<file path="config.mk">
export PLATFORM = sky130hd
export DESIGN_NAME = l2_ahb_err_slave
export DESIGN_NICKNAME = d
export VERILOG_FILES = /design/src/rtl/l2_ahb_err_slave.sv
export SDC_FILE = /design/constraint.sdc
export NUM_CORES = 1
export LEC_CHECK = 0
export BUFFER_PORTS_ARGS = -buffer_cell sky130_fd_sc_hd__buf_4
export CORE_ASPECT_RATIO = 0.8
export CORE_MARGIN = 8
export CORE_UTILIZATION = 34
export DETAILED_ROUTE_END_ITERATION = 12
export GPL_TIMING_DRIVEN = 0
export PLACE_DENSITY = 0.89
export SLEW_MARGIN = 20
export SYNTH_ARGS = -nofsm -noshare
export SYNTH_HDL_FRONTEND = slang
export SYNTH_SLANG_ARGS = --single-unit
</file>
<file path="constraint.sdc">
create_clock -name HCLK -period 2.46 [get_ports HCLK]
set_input_delay 0.369 -clock HCLK [delete_from_list [all_inputs] [get_ports HCLK]]
set_output_delay 0.369 -clock HCLK [all_outputs]
set_load 0.005 [all_outputs]
</file>
<file path="src/rtl/l2_ahb_err_slave.sv">
// ---------------------------------------------------------------------------
// l2_ahb_err_slave
// AHB default/error slave for the L2 AHB matrix. Every NONSEQ/SEQ transfer
// that reaches this slave gets the two-cycle AHB ERROR response after
// WAIT_STATES wait cycles. IDLE/BUSY transfers get a zero-wait OKAY.
//
// Optional fault log: define L2_AHB_ERR_SLAVE_LOG_EN to build the
// first-fault address/direction capture, overflow flag, saturating fault
// counter and level interrupt. Without the macro those outputs are tied to
// zero, and the response FSM is identical in both builds.
// ---------------------------------------------------------------------------
module l2_ahb_err_slave #(
  parameter int ADDR_WIDTH  = 32,
  parameter int WAIT_STATES = 0,   // legal range 0..15
  parameter int CNT_WIDTH   = 8
) (
  input  logic                  HCLK,
  input  logic                  HRESET,
  input  logic                  HSEL,
  input  logic [1:0]            HTRANS,
  input  logic                  HREADY,
  input  logic [ADDR_WIDTH-1:0] HADDR,
  input  logic                  HWRITE,
  output logic                  HREADYOUT,
  output logic [1:0]            HRESP,
  input  logic                  ERR_CLR,
  output logic                  ERR_VALID,
  output logic [ADDR_WIDTH-1:0] ERR_ADDR,
  output logic                  ERR_WRITE,
  output logic                  ERR_OVF,
  output logic [CNT_WIDTH-1:0]  ERR_CNT,
  output logic                  ERR_IRQ
);

  typedef enum logic [1:0] {
    ST_IDLE = 2'd0,
    ST_WAIT = 2'd1,
    ST_ERR1 = 2'd2,
    ST_ERR2 = 2'd3
  } state_t;

  localparam logic [1:0] RESP_OKAY  = 2'b00;
  localparam logic [1:0] RESP_ERROR = 2'b01;
  localparam bit         HAS_WAIT   = (WAIT_STATES > 0);
  // Loaded on entry to WAIT; WAIT exits when the counter has reached zero,
  // so loading WAIT_STATES-1 gives exactly WAIT_STATES wait cycles.
  localparam logic [3:0] WCNT_INIT  = HAS_WAIT ? 4'(WAIT_STATES - 1) : 4'd0;

  state_t      state_q, state_d;
  logic [3:0]  wcnt_q, wcnt_d;
  logic        hreadyout_q, hreadyout_d;
  logic [1:0]  hresp_q, hresp_d;
  logic        accept_state_s;
  logic        acc_s;
  logic        unused_htrans_s;

  // A new transfer is only looked at when the previous data phase is done
  // (IDLE) or in its final cycle (ERR2), which is where the next address
  // phase completes on the bus.
  assign accept_state_s  = (state_q == ST_IDLE) || (state_q == ST_ERR2);
  assign acc_s           = HSEL & HREADY & HTRANS[1] & accept_state_s;
  assign unused_htrans_s = HTRANS[0];

  // State register, wait counter and registered bus response.
  always_ff @(posedge HCLK or posedge HRESET) begin
    if (HRESET) begin
      state_q     <= ST_IDLE;
      wcnt_q      <= 4'd0;
      hreadyout_q <= 1'b1;
      hresp_q     <= RESP_OKAY;
    end else begin
      state_q     <= state_d;
      wcnt_q      <= wcnt_d;
      hreadyout_q <= hreadyout_d;
      hresp_q     <= hresp_d;
    end
  end

  // Next-state logic of the response FSM.
  always_comb begin
    state_d = state_q;
    wcnt_d  = wcnt_q;
    case (state_q)
      ST_IDLE, ST_ERR2: begin
        if (acc_s) begin
          if (HAS_WAIT) begin
            state_d = ST_WAIT;
            wcnt_d  = WCNT_INIT;
          end else begin
            state_d = ST_ERR1;
            wcnt_d  = 4'd0;
          end
        end else begin
          state_d = ST_IDLE;
          wcnt_d  = wcnt_q;
        end
      end
      ST_WAIT: begin
        if (wcnt_q == 4'd0) begin
          state_d = ST_ERR1;
          wcnt_d  = 4'd0;
        end else begin
          state_d = ST_WAIT;
          wcnt_d  = wcnt_q - 4'd1;
        end
      end
      ST_ERR1: begin
        state_d = ST_ERR2;
        wcnt_d  = wcnt_q;
      end
      default: begin
        state_d = ST_IDLE;
        wcnt_d  = 4'd0;
      end
    endcase
  end

  // Response decode from the next state so HREADYOUT/HRESP come straight
  // from flops; nothing on the bus inputs reaches them combinationally.
  always_comb begin
    hreadyout_d = 1'b1;
    hresp_d     = RESP_OKAY;
    case (state_d)
      ST_IDLE: begin
        hreadyout_d = 1'b1;
        hresp_d     = RESP_OKAY;
      end
      ST_WAIT: begin
        hreadyout_d = 1'b0;
        hresp_d     = RESP_OKAY;
      end
      ST_ERR1: begin
        hreadyout_d = 1'b0;
        hresp_d     = RESP_ERROR;
      end
      ST_ERR2: begin
        hreadyout_d = 1'b1;
        hresp_d     = RESP_ERROR;
      end
      default: begin
        hreadyout_d = 1'b1;
        hresp_d     = RESP_OKAY;
      end
    endcase
  end

  assign HREADYOUT = hreadyout_q;
  assign HRESP     = hresp_q;

`ifdef L2_AHB_ERR_SLAVE_LOG_EN

  localparam logic [CNT_WIDTH-1:0] CNT_ONE = CNT_WIDTH'(1);
  localparam logic [CNT_WIDTH-1:0] CNT_MAX = {CNT_WIDTH{1'b1}};

  // Fault counter increment that sticks at all-ones.
  function automatic logic [CNT_WIDTH-1:0] sat_inc(input logic [CNT_WIDTH-1:0] v);
    if (v == CNT_MAX) begin
      return v;
    end else begin
      return v + CNT_ONE;
    end
  endfunction

  logic                  valid_q, valid_d;
  logic [ADDR_WIDTH-1:0] addr_q, addr_d;
  logic                  write_q, write_d;
  logic                  ovf_q, ovf_d;
  logic [CNT_WIDTH-1:0]  cnt_q, cnt_d;

  // Fault log registers.
  always_ff @(posedge HCLK or posedge HRESET) begin
    if (HRESET) begin
      valid_q <= 1'b0;
      addr_q  <= {ADDR_WIDTH{1'b0}};
      write_q <= 1'b0;
      ovf_q   <= 1'b0;
      cnt_q   <= {CNT_WIDTH{1'b0}};
    end else begin
      valid_q <= valid_d;
      addr_q  <= addr_d;
      write_q <= write_d;
      ovf_q   <= ovf_d;
      cnt_q   <= cnt_d;
    end
  end

  // Log update: a fault arriving together with a clear is treated as the
  // first fault after that clear, so the clear never loses a fault.
  always_comb begin
    valid_d = valid_q;
    addr_d  = addr_q;
    write_d = write_q;
    ovf_d   = ovf_q;
    cnt_d   = cnt_q;
    if (acc_s) begin
      if (ERR_CLR || !valid_q) begin
        valid_d = 1'b1;
        addr_d  = HADDR;
        write_d = HWRITE;
        ovf_d   = 1'b0;
      end else begin
        valid_d = 1'b1;
        addr_d  = addr_q;
        write_d = write_q;
        ovf_d   = 1'b1;
      end
      if (ERR_CLR) begin
        cnt_d = CNT_ONE;
      end else begin
        cnt_d = sat_inc(cnt_q);
      end
    end else if (ERR_CLR) begin
      valid_d = 1'b0;
      ovf_d   = 1'b0;
      cnt_d   = {CNT_WIDTH{1'b0}};
    end else begin
      valid_d = valid_q;
      ovf_d   = ovf_q;
      cnt_d   = cnt_q;
    end
  end

  assign ERR_VALID = valid_q;
  assign ERR_ADDR  = addr_q;
  assign ERR_WRITE = write_q;
  assign ERR_OVF   = ovf_q;
  assign ERR_CNT   = cnt_q;
  assign ERR_IRQ   = valid_q;

`else

  logic unused_log_s;

  // Log inputs have no function in this build.
  assign unused_log_s = ^{ERR_CLR, HADDR, HWRITE};

  assign ERR_VALID = 1'b0;
  assign ERR_ADDR  = {ADDR_WIDTH{1'b0}};
  assign ERR_WRITE = 1'b0;
  assign ERR_OVF   = 1'b0;
  assign ERR_CNT   = {CNT_WIDTH{1'b0}};
  assign ERR_IRQ   = 1'b0;

`endif

endmodule
</file>
==> flow_metrics.py, run 1 <==
metrics = {
    "status": {
        "status": "completed",
    },
    "pwr": {
        "total_switching_power_uw": 235.6,
        "p_int_uw": 399.7,
        "power.share.combinational_pct": 52.2,
        "power.leakage_nw": 0.6522,
        "power.share.clock_pct": 17.9,
        "vdd_drop_max_v": 0.0003733,
        "proportion_of_power_drawn_by_flip_flops_and_latches_pct": 29.9,
        "pwr_density_cell_nw_per_um2": 597.4,
        "power_switching_share_pct": 37.09,
    },
    "placement": {
        "placed_area_sq_um": 1037,
        "gpl.final_weighted_congestion": 0.7859,
        "portBuffers": 6,
        "dpl_worst_slack_ns": 0.4726,
    },
    "yosys": {
        "synth.largest_area_cell": "sky130_fd_sc_hd__buf_4",
        "synth.cell_area_sq_um": 795.8,
        "synthDistinctLibCells": 23,
        "synthCells": 87,
        "synth-warning-count": 0,
        "synth_area_leaders": "sky130_fd_sc_hd__buf_4 (42%), sky130_fd_sc_hd__dfrtp_1 (22%), sky130_fd_sc_hd__ha_1 (9.4%)",
        "ys_seq_elements": 8,
        "seq_area_frac_synth_pct": 25.31,
        "synth_top_cell_area_share_pct": 42.45,
        "post_syn_area_per_cell_sq_um": 9.147,
    },
    "global_routing": {
        "initial_antenna_violation_count": 0,
        "first_global_vias": 555,
        "globalRouteOverflowTotal": 0,
        "grt_first_pass_wirelength_mm": 2.511,
        "track_usage_pct": 7.616,
        "pin_count_of_the_biggest_net_entering_global_routing": 9,
    },
    "timing": {
        "fmax_mhz": 497.3,
        "setup_tns_ns": 0,
        "setup_viol_count_final": 0,
        "worst_clock_skew_ns": 0.01344,
        "fin_crit_sh_pct": 81.74,
        "hold_viol_final": 0,
        "timing.final.max_slew_violations": 0,
        "rsz0062_at_grt": "no",
        "finalWorstSetupSlack_ns": 0.4492,
        "post-route-min-period_ns": 2.011,
        "fin_worst_hold_slack_ns": 0.05314,
    },
    "worst_setup_path": {
        "cp_data_required_time_ns": 2.60,
        "timing.setup.critical_path_class": "flip-flop to flip-flop",
        "reg2regPathDepth": 7,
        "worst_r2r_endpoint": "HRESP[0]",
        "arrival_ns": 2.15,
        "setup.worst_path.start_class": "flip-flop",
        "endpoint_kind": "flip-flop",
        "critPathMaxFanout": 6,
        "r2r_slack_ns": 0.45,
        "regToRegStartpoint": "state_q[0]",
    },
    "route": {
        "drt_wl_total_mm": 1.589,
        "post_drt_via_cell_ratio": 3.458,
        "detailedRoute.firstIterationViolations": 11,
        "detail-route-antenna-nets": 0,
        "drt_drc_violations_left": 0,
        "detailedRoute.firstPassIterationCount": 4,
        "vias": 574,
        "route.detailed.wl_per_inst_um": 9.572,
    },
    "floorplan": {
        "die-width_um": 70.09,
        "die_h_um": 59.27,
        "floorplan.initialDensity_pct": 36.55,
        "dieArea_sq_um": 4154,
        "core_sq_um": 2177,
        "boundaryPins": 87,
        "placement_rows": 15,
    },
    "worst_hold_path": {
        "hold_path.class": "primary input to asynchronous set/reset pin",
    },
    "clock_tree": {
        "cts_inserted_buffers": 3,
        "root_buffer": "sky130_fd_sc_hd__clkbuf_4",
        "clock-sinks": 8,
        "post-cts-setup-buffers": 0,
        "clk_pin_slew_ns": 0.07,
        "clk_path_buf_depth": 2,
        "postCtsHoldBufs": 0,
        "cts_tree": "yes",
        "htree_levels": 1,
        "post_cts_resized": 0,
        "clk-insertion-delay-late_ns": 0.27,
    },
    "finish": {
        "final_nets": 188,
        "n_fill_cell": 220,
        "num_antenna_cells": 0,
        "post_route_cells_drive_above_1_share_pct": 43.26,
        "stdcell_area_sq_um": 1064,
        "finalCoreUtilization_pct": 48.85,
        "layout_common_cells": "sky130_fd_sc_hd__buf_4 (51), sky130_fd_sc_hd__conb_1 (45), sky130_fd_sc_hd__dfrtp_1 (7), sky130_fd_sc_hd__inv_1 (6), sky130_fd_sc_hd__ha_1 (6)",
        "final_common_cell": "sky130_fd_sc_hd__buf_4",
        "area_delta_synth_final_pct": 33.65,
    },
    "job": {
        "cap_viol_max_count": 0,
    },
}
-- registers in the layout, summed over array words and instances (netlist names) --
signal / count
wcnt_q: 4
HREADYOUT: 1
HRESP: 1
state_q: 2
-- critical path: stages, from the launching register on --
cell and delay (ns):
sky130_fd_sc_hd__dfrtp_1 0.35, sky130_fd_sc_hd__inv_1 0.06, sky130_fd_sc_hd__ha_1 0.35, sky130_fd_sc_hd__nor2_1 0.34, sky130_fd_sc_hd__o21ai_1 0.13, sky130_fd_sc_hd__a21boi_2 0.19, sky130_fd_sc_hd__ha_1 0.18, sky130_fd_sc_hd__or2_2 0.28
-- synth_stat cells --
library cell / number
sky130_fd_sc_hd__buf_4: 45
sky130_fd_sc_hd__dfrtp_1: 7
sky130_fd_sc_hd__ha_1: 6
sky130_fd_sc_hd__inv_1: 6
sky130_fd_sc_hd__nor2_1: 2
sky130_fd_sc_hd__nor3_1: 2
sky130_fd_sc_hd__o22ai_1: 2
sky130_fd_sc_hd__o2bb2ai_1: 2
sky130_fd_sc_hd__a21boi_2: 1
sky130_fd_sc_hd__a21oi_2: 1
sky130_fd_sc_hd__and4b_1: 1
sky130_fd_sc_hd__conb_1: 1
sky130_fd_sc_hd__dfstp_2: 1
sky130_fd_sc_hd__nand2b_1: 1
sky130_fd_sc_hd__nand2b_2: 1
sky130_fd_sc_hd__nand3_1: 1
sky130_fd_sc_hd__o211ai_2: 1
sky130_fd_sc_hd__o21ai_1: 1
sky130_fd_sc_hd__o21bai_1: 1
sky130_fd_sc_hd__o32ai_1: 1
sky130_fd_sc_hd__or2_1: 1
sky130_fd_sc_hd__or2_2: 1
sky130_fd_sc_hd__or3b_4: 1
-- kinds of logic after synthesis --
group | count (synthesis) | synth area share (%)
other cells | 1 | 0.4712
simple gates | 11 | 8.964
buf+inv | 51 | 45.28
compound gates | 10 | 10.53
flops | 8 | 25.32
fa+ha+maj | 6 | 9.434
-- worst max path at each step --
stage	from	end	cells past startpoint	slack, ns
finish	state_q[0]	HRESP[0]	7	0.45
global route	state_q[0]	HRESP[0]	7	0.29
CTS	state_q[0]	HRESP[0]	7	0.44
detailed placement	state_q[0]	HRESP[0]	7	0.47
global placement	state_q[0]	HRESP[0]	7	0.55
floorplan	state_q[0]	HRESP[0]	7	0.67
-- per-stage QoR --
stage	std cells	power [mW]
floorplan	131	0.4382
global placement	162	0.4997
detailed placement	162	0.5172
CTS	166	0.6339
global route	166	0.6985
finish	166	0.6353
-- routing by layer --
metal | GRT usage [%] | vias to the layer above | wire, um | part of all wire (%)
li1 | - | 298 | - | -
met1 | 5.736 | 245 | 554 | 35
met4 | 5.429 | 0 | 17 | 1.1
met3 | 4.523 | 2 | 132 | 8.3
met2 | 14.30 | 29 | 885 | 56
met5 | 0 | - | 0 | 0
-- layout make-up --
type	instances	area, sq um	share of cell area (%)
inverter	6	22.52	2.118
multi-input combinational	72	399.1	37.53
tap	25	31.28	2.941
buffer	45	337.8	31.76
clock buffer	4	26.28	2.471
sequential	8	201.4	18.94
timing repair buffer	6	45.04	4.235
-- power by group through the flow --
stage          Sequential [mW]  Combinational, mW  Clock, mW
5_1_grt                  0.193              0.380      0.125
4_1_cts                  0.190              0.328      0.116
3_3_place_gp             0.190              0.310          0
6_report                 0.190              0.332      0.114
2_1_floorplan            0.192              0.246          0
3_5_place_dp             0.192              0.325          0
(Power assumes the default switching activity.)
==> inputs of run 2 (changes only) <==
--- a/config.mk
+++ b/config.mk
@@ -5,13 +5,14 @@
 export SDC_FILE = /design/constraint.sdc
 export NUM_CORES = 1
 export LEC_CHECK = 0
+export ABC_AREA = 1
 export BUFFER_PORTS_ARGS = -buffer_cell sky130_fd_sc_hd__buf_4
 export CORE_ASPECT_RATIO = 0.8
 export CORE_MARGIN = 8
 export CORE_UTILIZATION = 34
 export DETAILED_ROUTE_END_ITERATION = 12
 export GPL_TIMING_DRIVEN = 0
-export PLACE_DENSITY = 0.89
+export PLACE_DENSITY = 0.88
 export SLEW_MARGIN = 20
 export SYNTH_ARGS = -nofsm -noshare
 export SYNTH_HDL_FRONTEND = slang
==> constraint.sdc (replaced) <==
create_clock -name HCLK -period 2 [get_ports HCLK]
set_input_delay 0.3 -clock HCLK [delete_from_list [all_inputs] [get_ports HCLK]]
set_output_delay 0.3 -clock HCLK [all_outputs]
set_load 0.005 [all_outputs]
==> run 2 against run 1 <==
Clock power rose by 22%; largest power group unchanged; die area rose by 0.71%; critical endpoint unchanged; global-route usage fell by 0.71 points; critical path depth rose by 1; highest routed layer unchanged; count of clock-buffer cells in the layout did not move; routed wire length fell by 6.9%; clock skew fell by 0.0033 ns; flip-flop and latch count did not move; final cell count rose by 7.8%; setup slack got worse by 0.028 ns; hold slack improved by 0.46 ns; sequential power rose by 49%.
==> flow_metrics.py, run 2 <==
metrics = {
    "yosys": {
        "synth.most_common_cell": "sky130_fd_sc_hd__buf_4",
        "seq_area_frac_synth_pct": 25.08,
        "synth_edf_count": 0,
        "postSynth.topFlopCell": "sky130_fd_sc_hd__dfrtp_1",
        "ys_top_cells_by_count": "sky130_fd_sc_hd__buf_4 (45), sky130_fd_sc_hd__inv_1 (11), sky130_fd_sc_hd__nand2_1 (9)",
        "synth_area_leaders": "sky130_fd_sc_hd__buf_4 (42%), sky130_fd_sc_hd__dfrtp_1 (22%), sky130_fd_sc_hd__ha_1 (9.3%)",
        "synth.cell_area_sq_um": 803.3,
        "synth-async-reset-ratio_pct": 100.0,
        "synth.largest_area_cell": "sky130_fd_sc_hd__buf_4",
        "synthDistinctLibCells": 19,
        "post_syn_area_per_cell_sq_um": 8.114,
        "synthCells": 99,
        "ys_seq_elements": 8,
        "synth-warning-count": 0,
        "synth_top_cell_area_share_pct": 42.06,
    },
    "worst_setup_path": {
        "timing.setup.critical_path_class": "flip-flop to flip-flop",
        "endpoint_kind": "flip-flop",
        "arrival_ns": 1.72,
        "critPathMaxFanout": 3,
        "critical_path.max_stage_delay_ns": 0.37,
        "critical-path-slowest-cell": "sky130_fd_sc_hd__dfrtp_1",
        "cp.buffers_inverters": 1,
        "cp_data_required_time_ns": 2.15,
        "setup.worst_path.start_class": "flip-flop",
        "critical_path.cell_chain": "inv_1 -> ha_1 -> nand2_2 -> nand2_2 -> nand2_1 -> nand2_1 -> ha_1 -> or2_2",
        "largest_delay_share_family_worst_path": "simple AND/OR/NAND/NOR gates",
    },
    "pwr": {
        "power.leakage_nw": 0.6873,
        "vdd_drop_max_v": 0.0006495,
        "pwr_density_cell_nw_per_um2": 860.6,
    },
    "finish": {
        "post_route_cells_drive_above_1_share_pct": 38.96,
        "final_nets": 201,
        "final_common_cell": "sky130_fd_sc_hd__buf_4",
        "largest_reg_by_ff_count": "wcnt_q",
        "layout_common_cells": "sky130_fd_sc_hd__buf_4 (51), sky130_fd_sc_hd__conb_1 (45), sky130_fd_sc_hd__inv_1 (11), sky130_fd_sc_hd__nand2_1 (9), sky130_fd_sc_hd__dfrtp_1 (7)",
        "largest_register_ffs": 4,
        "multiInputGateArea_sq_um": 387.9,
        "area_delta_synth_final_pct": 34.58,
        "num_antenna_cells": 0,
        "n_fill_cell": 225,
        "sequential_cell_area_in_the_final_layout_sq_um": 201.4,
        "reg_top3": "wcnt_q (4), state_q (2)",
    },
    "timing": {
        "fin_worst_hold_slack_ns": 0.5085,
        "worst_clock_skew_ns": 0.01016,
        "fin_crit_sh_pct": 78.95,
        "timing.final.max_slew_violations": 0,
        "fmax_mhz": 633.3,
        "rsz0062_at_grt": "no",
        "setup_viol_count_final": 0,
        "post-route-min-period_ns": 1.579,
        "hold_viol_final": 0,
        "setup_tns_ns": 0,
    },
    "global_routing": {
        "pin_count_of_the_biggest_net_entering_global_routing": 9,
        "first_global_vias": 512,
        "track_usage_pct": 6.911,
        "met2_capacity_usage_during_global_routing_pct": 11.98,
        "use_met3_pct": 3.015,
        "grt_first_pass_wirelength_mm": 2.346,
        "grt_busiest_layer": "met2",
        "initial_antenna_violation_count": 0,
        "globalRouteOverflowTotal": 0,
        "gr-usage-met1_pct": 7.019,
    },
    "route": {
        "post_drt_via_cell_ratio": 3.140,
        "route.detailed.wl_per_inst_um": 8.268,
        "drt_wl_total_mm": 1.480,
        "drt_drc_violations_left": 0,
        "detailedRoute.firstPassIterationCount": 3,
        "vias": 562,
        "detail-route-antenna-nets": 0,
        "detailedRoute.firstIterationViolations": 17,
    },
    "floorplan": {
        "dieArea_sq_um": 4184,
        "core_sq_um": 2196,
        "placement_rows": 15,
        "die_h_um": 59.48,
        "boundaryPins": 87,
        "die-width_um": 70.35,
        "floorplan.initialDensity_pct": 36.58,
    },
    "clock_tree": {
        "clk_path_buf_depth": 2,
        "post-cts-setup-buffers": 0,
        "clk-insertion-delay-late_ns": 0.26,
        "post_cts_resized": 0,
        "postCtsHoldBufs": 1,
        "root_buffer": "sky130_fd_sc_hd__clkbuf_4",
        "htree_levels": 1,
        "cts_tree": "yes",
        "clock-sinks": 8,
        "clk_pin_slew_ns": 0.06,
        "cts_inserted_buffers": 3,
    },
    "worst_hold_path": {
        "hold_path.class": "primary input to flip-flop",
    },
    "status": {
        "status": "completed",
    },
    "placement": {
        "portBuffers": 6,
        "post-dp-hpwl_mm": 1.378,
        "gpl.final_weighted_congestion": 0.7879,
    },
    "job": {
        "cap_viol_max_count": 0,
    },
}
## run 2: cell count changes in the layout (fill, tap and decap cells not counted), sizes merged, moves of 2 or more
| cell | change |
|---|---|
| nand2 | +11 |
| o21ai | +2 |
| inv | +5 |
| o2bb2ai | -2 |
| o22ai | -2 |
| nand2b | -2 |
| nand3 | +5 |
## run 2: logic make-up after synthesis
kind of cell / count (synthesis) / synth area share, %
AO/OA/AOI/OAI: 4 / 3.116
XOR/XNOR: 1 / 1.091
buffers and inverters: 56 / 47.20
flip-flops: 8 / 25.08
other: 1 / 0.4668
adder cells (fa/ha/maj): 6 / 9.346
AND/OR/NAND/NOR: 23 / 13.71
## run 2: path summary, 6_finish.rpt
kind / start / end / slack [ns] / cells past startpoint
min in group asynchronous: HRESET / wcnt_q[2] / 0.54 / 3
setup / recovery: wcnt_q[0] / HRESP[0] / 0.42 / 8
max in group asynchronous: HRESET / HREADYOUT / 1.17 / 3
hold / removal: HREADY / state_q[1] / 0.51 / 5
setup reg to reg: wcnt_q[0] / HRESP[0] / 0.42 / 8
hold reg to reg: wcnt_q[1] / wcnt_q[1] / 0.51 / 2
## run 2: cell type report
type	instances	share of cell area, %
inverter	11	3.819
sequential	8	18.63
buffer	45	31.25
multi-input combinational	79	35.88
clock buffer	4	2.431
timing repair buffer	7	5.093
tap	25	2.894
## run 2: power by group
part           leakage [nW]  switching (mW)  internal [mW]
clock network        0.0150          0.0620         0.0768
logic                 0.570           0.274          0.234
registers             0.102          0.0464          0.237
## run 2: through the flow
stage	cell area [sq um]	power (mW)	util, %	std cells	worst slack (ns)
2_1_floorplan	968.4	0.6751	-	143	0.5623
3_5_place_dp	1045	0.7972	47.58	174	0.4242
6_report	1081	0.9303	49.23	179	0.4210
4_1_cts	1081	0.9399	49.23	179	0.4145
3_3_place_gp	1045	0.7674	47.58	174	0.4601
5_1_grt	1081	1.034	49.23	179	0.3039
## run 2: worst reg2reg max path: cells and delay by family (launching register included)
kind                     cells  cell delay, ns
flip-flops                   1            0.37
AND/OR/NAND/NOR              5            0.59
adder cells (fa/ha/maj)      2            0.42
buffers and inverters        1            0.08
## run 2: routing by layer
metal	vias to the layer above	wire (um)
met5	-	0
met3	2	135
met2	26	771
li1	323	-
met4	0	19
met1	211	554
==> inputs of run 3 (changes only) <==
==> constraint.sdc (replaced) <==
create_clock -name HCLK -period 1.5 [get_ports HCLK]
set_input_delay 0.225 -clock HCLK [delete_from_list [all_inputs] [get_ports HCLK]]
set_output_delay 0.225 -clock HCLK [all_outputs]
set_load 0.005 [all_outputs]
==> run 3 against run 2 <==
Via count increased by 6.4%; register-to-register slack got worse by 0.36 ns; clock skew rose by 0.0013 ns; critical endpoint unchanged; sequential share of layout area down 1.6 points; global-route usage up 0.63 points; utilization rose by 4.9 points; clock power increased by 36%; routed wire length grew 13%; flip-flop and latch count unchanged; total power rose by 66%; die area stayed put; final area rose by 10%.
==> flow_metrics.py, run 3 (synthesized netlist as in run 2, its figures left out) <==
metrics = {
    "floorplan": {
        "die_h_um": 59.48,
        "dieArea_sq_um": 4184,
        "floorplan.initialDensity_pct": 36.58,
        "die-width_um": 70.35,
        "placement_rows": 15,
        "boundaryPins": 87,
        "core_sq_um": 2196,
    },
    "status": {
        "status": "completed",
    },
    "route": {
        "route.detailed.wl_per_inst_um": 9.049,
        "detailedRoute.firstPassIterationCount": 6,
        "vias": 598,
        "drt_drc_violations_left": 0,
        "post_drt_via_cell_ratio": 3.232,
        "detail-route-antenna-nets": 0,
        "detailedRoute.firstIterationViolations": 22,
        "drt_wl_total_mm": 1.674,
    },
    "pwr": {
        "vdd_drop_max_v": 0.0008822,
        "total_switching_power_uw": 622.8,
        "pwr_density_cell_nw_per_um2": 1296,
        "proportion_of_power_drawn_by_flip_flops_and_latches_pct": 25.6,
        "p_int_uw": 917.5,
        "power.share.clock_pct": 12.2,
        "power.share.combinational_pct": 62.1,
        "report.power.total_mw": 1.540,
        "power_switching_share_pct": 40.43,
        "power.leakage_nw": 0.7184,
    },
    "global_routing": {
        "initial_antenna_violation_count": 0,
        "grt_first_pass_wirelength_mm": 2.546,
        "globalRouteOverflowTotal": 0,
        "track_usage_pct": 7.546,
        "pin_count_of_the_biggest_net_entering_global_routing": 9,
        "first_global_vias": 553,
    },
    "finish": {
        "num_antenna_cells": 0,
        "post_route_cells_drive_above_1_share_pct": 48.75,
        "largest_reg_by_ff_count": "wcnt_q",
        "final_common_cell": "sky130_fd_sc_hd__buf_4",
        "n_fill_cell": 218,
        "layout_common_cells": "sky130_fd_sc_hd__buf_4 (57), sky130_fd_sc_hd__conb_1 (45), sky130_fd_sc_hd__nand2_1 (8), sky130_fd_sc_hd__inv_1 (7), sky130_fd_sc_hd__dfrtp_1 (6)",
        "reg_top3": "wcnt_q (4), state_q (2)",
        "final_nets": 207,
        "stdcell_area_sq_um": 1189,
        "area_delta_synth_final_pct": 47.98,
        "largest_register_ffs": 4,
    },
    "clock_tree": {
        "root_buffer": "sky130_fd_sc_hd__clkbuf_4",
        "htree_levels": 1,
        "clk-insertion-delay-late_ns": 0.27,
        "clk_path_buf_depth": 2,
        "cts_tree": "yes",
        "clk_pin_slew_ns": 0.06,
        "clock-sinks": 8,
        "cts_inserted_buffers": 3,
    },
    "worst_setup_path": {
        "arrival_ns": 1.59,
        "critical_path.max_stage_delay_ns": 0.39,
        "largest_delay_share_family_worst_path": "flip-flops",
        "critical_path.cell_chain": "buf_4 -> ha_4 -> nand3_2 -> a31oi_2 -> ha_2 -> or2_4",
        "cp.buffers_inverters": 1,
        "critPathMaxFanout": 4,
        "cp_data_required_time_ns": 1.66,
        "endpoint_kind": "flip-flop",
        "critical-path-slowest-cell": "sky130_fd_sc_hd__dfrtp_1",
        "r2r_slack_ns": 0.06,
        "setup.worst_path.start_class": "flip-flop",
        "timing.setup.critical_path_class": "flip-flop to flip-flop",
    },
    "timing": {
        "rsz0062_at_grt": "no",
        "post-route-min-period_ns": 1.438,
        "fin_crit_sh_pct": 95.84,
        "fin_worst_hold_slack_ns": 0.4632,
        "hold_viol_final": 0,
        "timing.final.max_slew_violations": 0,
        "worst_clock_skew_ns": 0.01142,
        "setup_viol_count_final": 0,
        "fmax_mhz": 695.6,
    },
    "placement": {
        "gpl.final_weighted_congestion": 0.7879,
        "portBuffers": 6,
        "placed_area_sq_um": 1045,
        "post-dp-hpwl_mm": 1.378,
    },
    "worst_hold_path": {
        "hold_path.class": "primary input to asynchronous set/reset pin",
    },
    "job": {
        "cap_viol_max_count": 0,
    },
}
[run 3: cell count changes in the layout (fill, tap and decap cells not counted), sizes merged]
| cell | previous run | this run |
|---|---|---|
| buf | 51 | 57 |
[run 3: power groups by stage]
| stage | registers (mW) | logic (mW) | clock network, mW |
|---|---|---|---|
| 6_report | 0.395 | 0.957 | 0.189 |
| 5_1_grt | 0.404 | 1.08 | 0.202 |
| 3_5_place_dp | 0.383 | 0.680 | 0 |
| 2_1_floorplan | 0.371 | 0.529 | 0 |
| 3_3_place_gp | 0.377 | 0.646 | 0 |
| 4_1_cts | 0.384 | 0.814 | 0.191 |
[run 3: cell type report]
cell class | instances | area [sq um] | share of cell area (%)
repair buffers | 13 | 100.1 | 8.421
flip-flops and latches | 8 | 202.7 | 17.05
multi-input cells | 79 | 449.2 | 37.79
plain buffers | 45 | 337.8 | 28.42
inverters | 11 | 41.29 | 3.474
clock buffers | 4 | 26.28 | 2.211
well taps | 25 | 31.28 | 2.632
[run 3: path summary, 6_finish.rpt]
kind                             from          to  depth (start not counted)
setup reg to reg           state_q[0]    HRESP[0]                          6
min in group HCLK              HREADY   wcnt_q[3]                          6
max in group asynchronous      HRESET   HREADYOUT                          3
hold reg to reg             wcnt_q[1]   wcnt_q[1]                          3
hold / removal                 HRESET  state_q[0]                          3
setup / recovery           state_q[0]    HRESP[0]                          6
[run 3: metal layers]
layer  track usage (%)  vias up  part of all wire, %  wire length, um
met3             3.350        2                  8.4              140
met1             6.923      235                   36              598
li1                  -      337                    -                -
met2             14.18       24                   55              921
met4             3.429        0                 0.84               14
met5                 0        -                    0                0
[run 3: what timing repair did]
item,CTS,global route
hold endpoints to repair,7,0
hold buffers,1,0
buffers inserted,3,3
endpoints found under the setup margin,1,1
pin swaps,2,2
gates resized for setup,10,6
[run 3: metrics by stage]
step | worst slack [ns] | TNS [ns] | utilization (%) | cells
2_1_floorplan | 0.06226 | 0 | - | 143
3_3_place_gp | -0.03991 | -0.03991 | 47.58 | 174
3_5_place_dp | -0.07579 | -0.07579 | 47.58 | 174
6_report | 0.06237 | 0 | 54.13 | 185
5_1_grt | 0.005142 | 0 | 54.13 | 185
4_1_cts | 0.01246 | 0 | 52.25 | 182
[run 3: worst register-to-register path: stages, from the launching register on]
cell                      delay (ns)
sky130_fd_sc_hd__dfrtp_1        0.39
sky130_fd_sc_hd__buf_4          0.15
sky130_fd_sc_hd__ha_4           0.17
sky130_fd_sc_hd__nand3_2        0.08
sky130_fd_sc_hd__a31oi_2        0.11
sky130_fd_sc_hd__ha_2           0.20
sky130_fd_sc_hd__or2_4          0.24
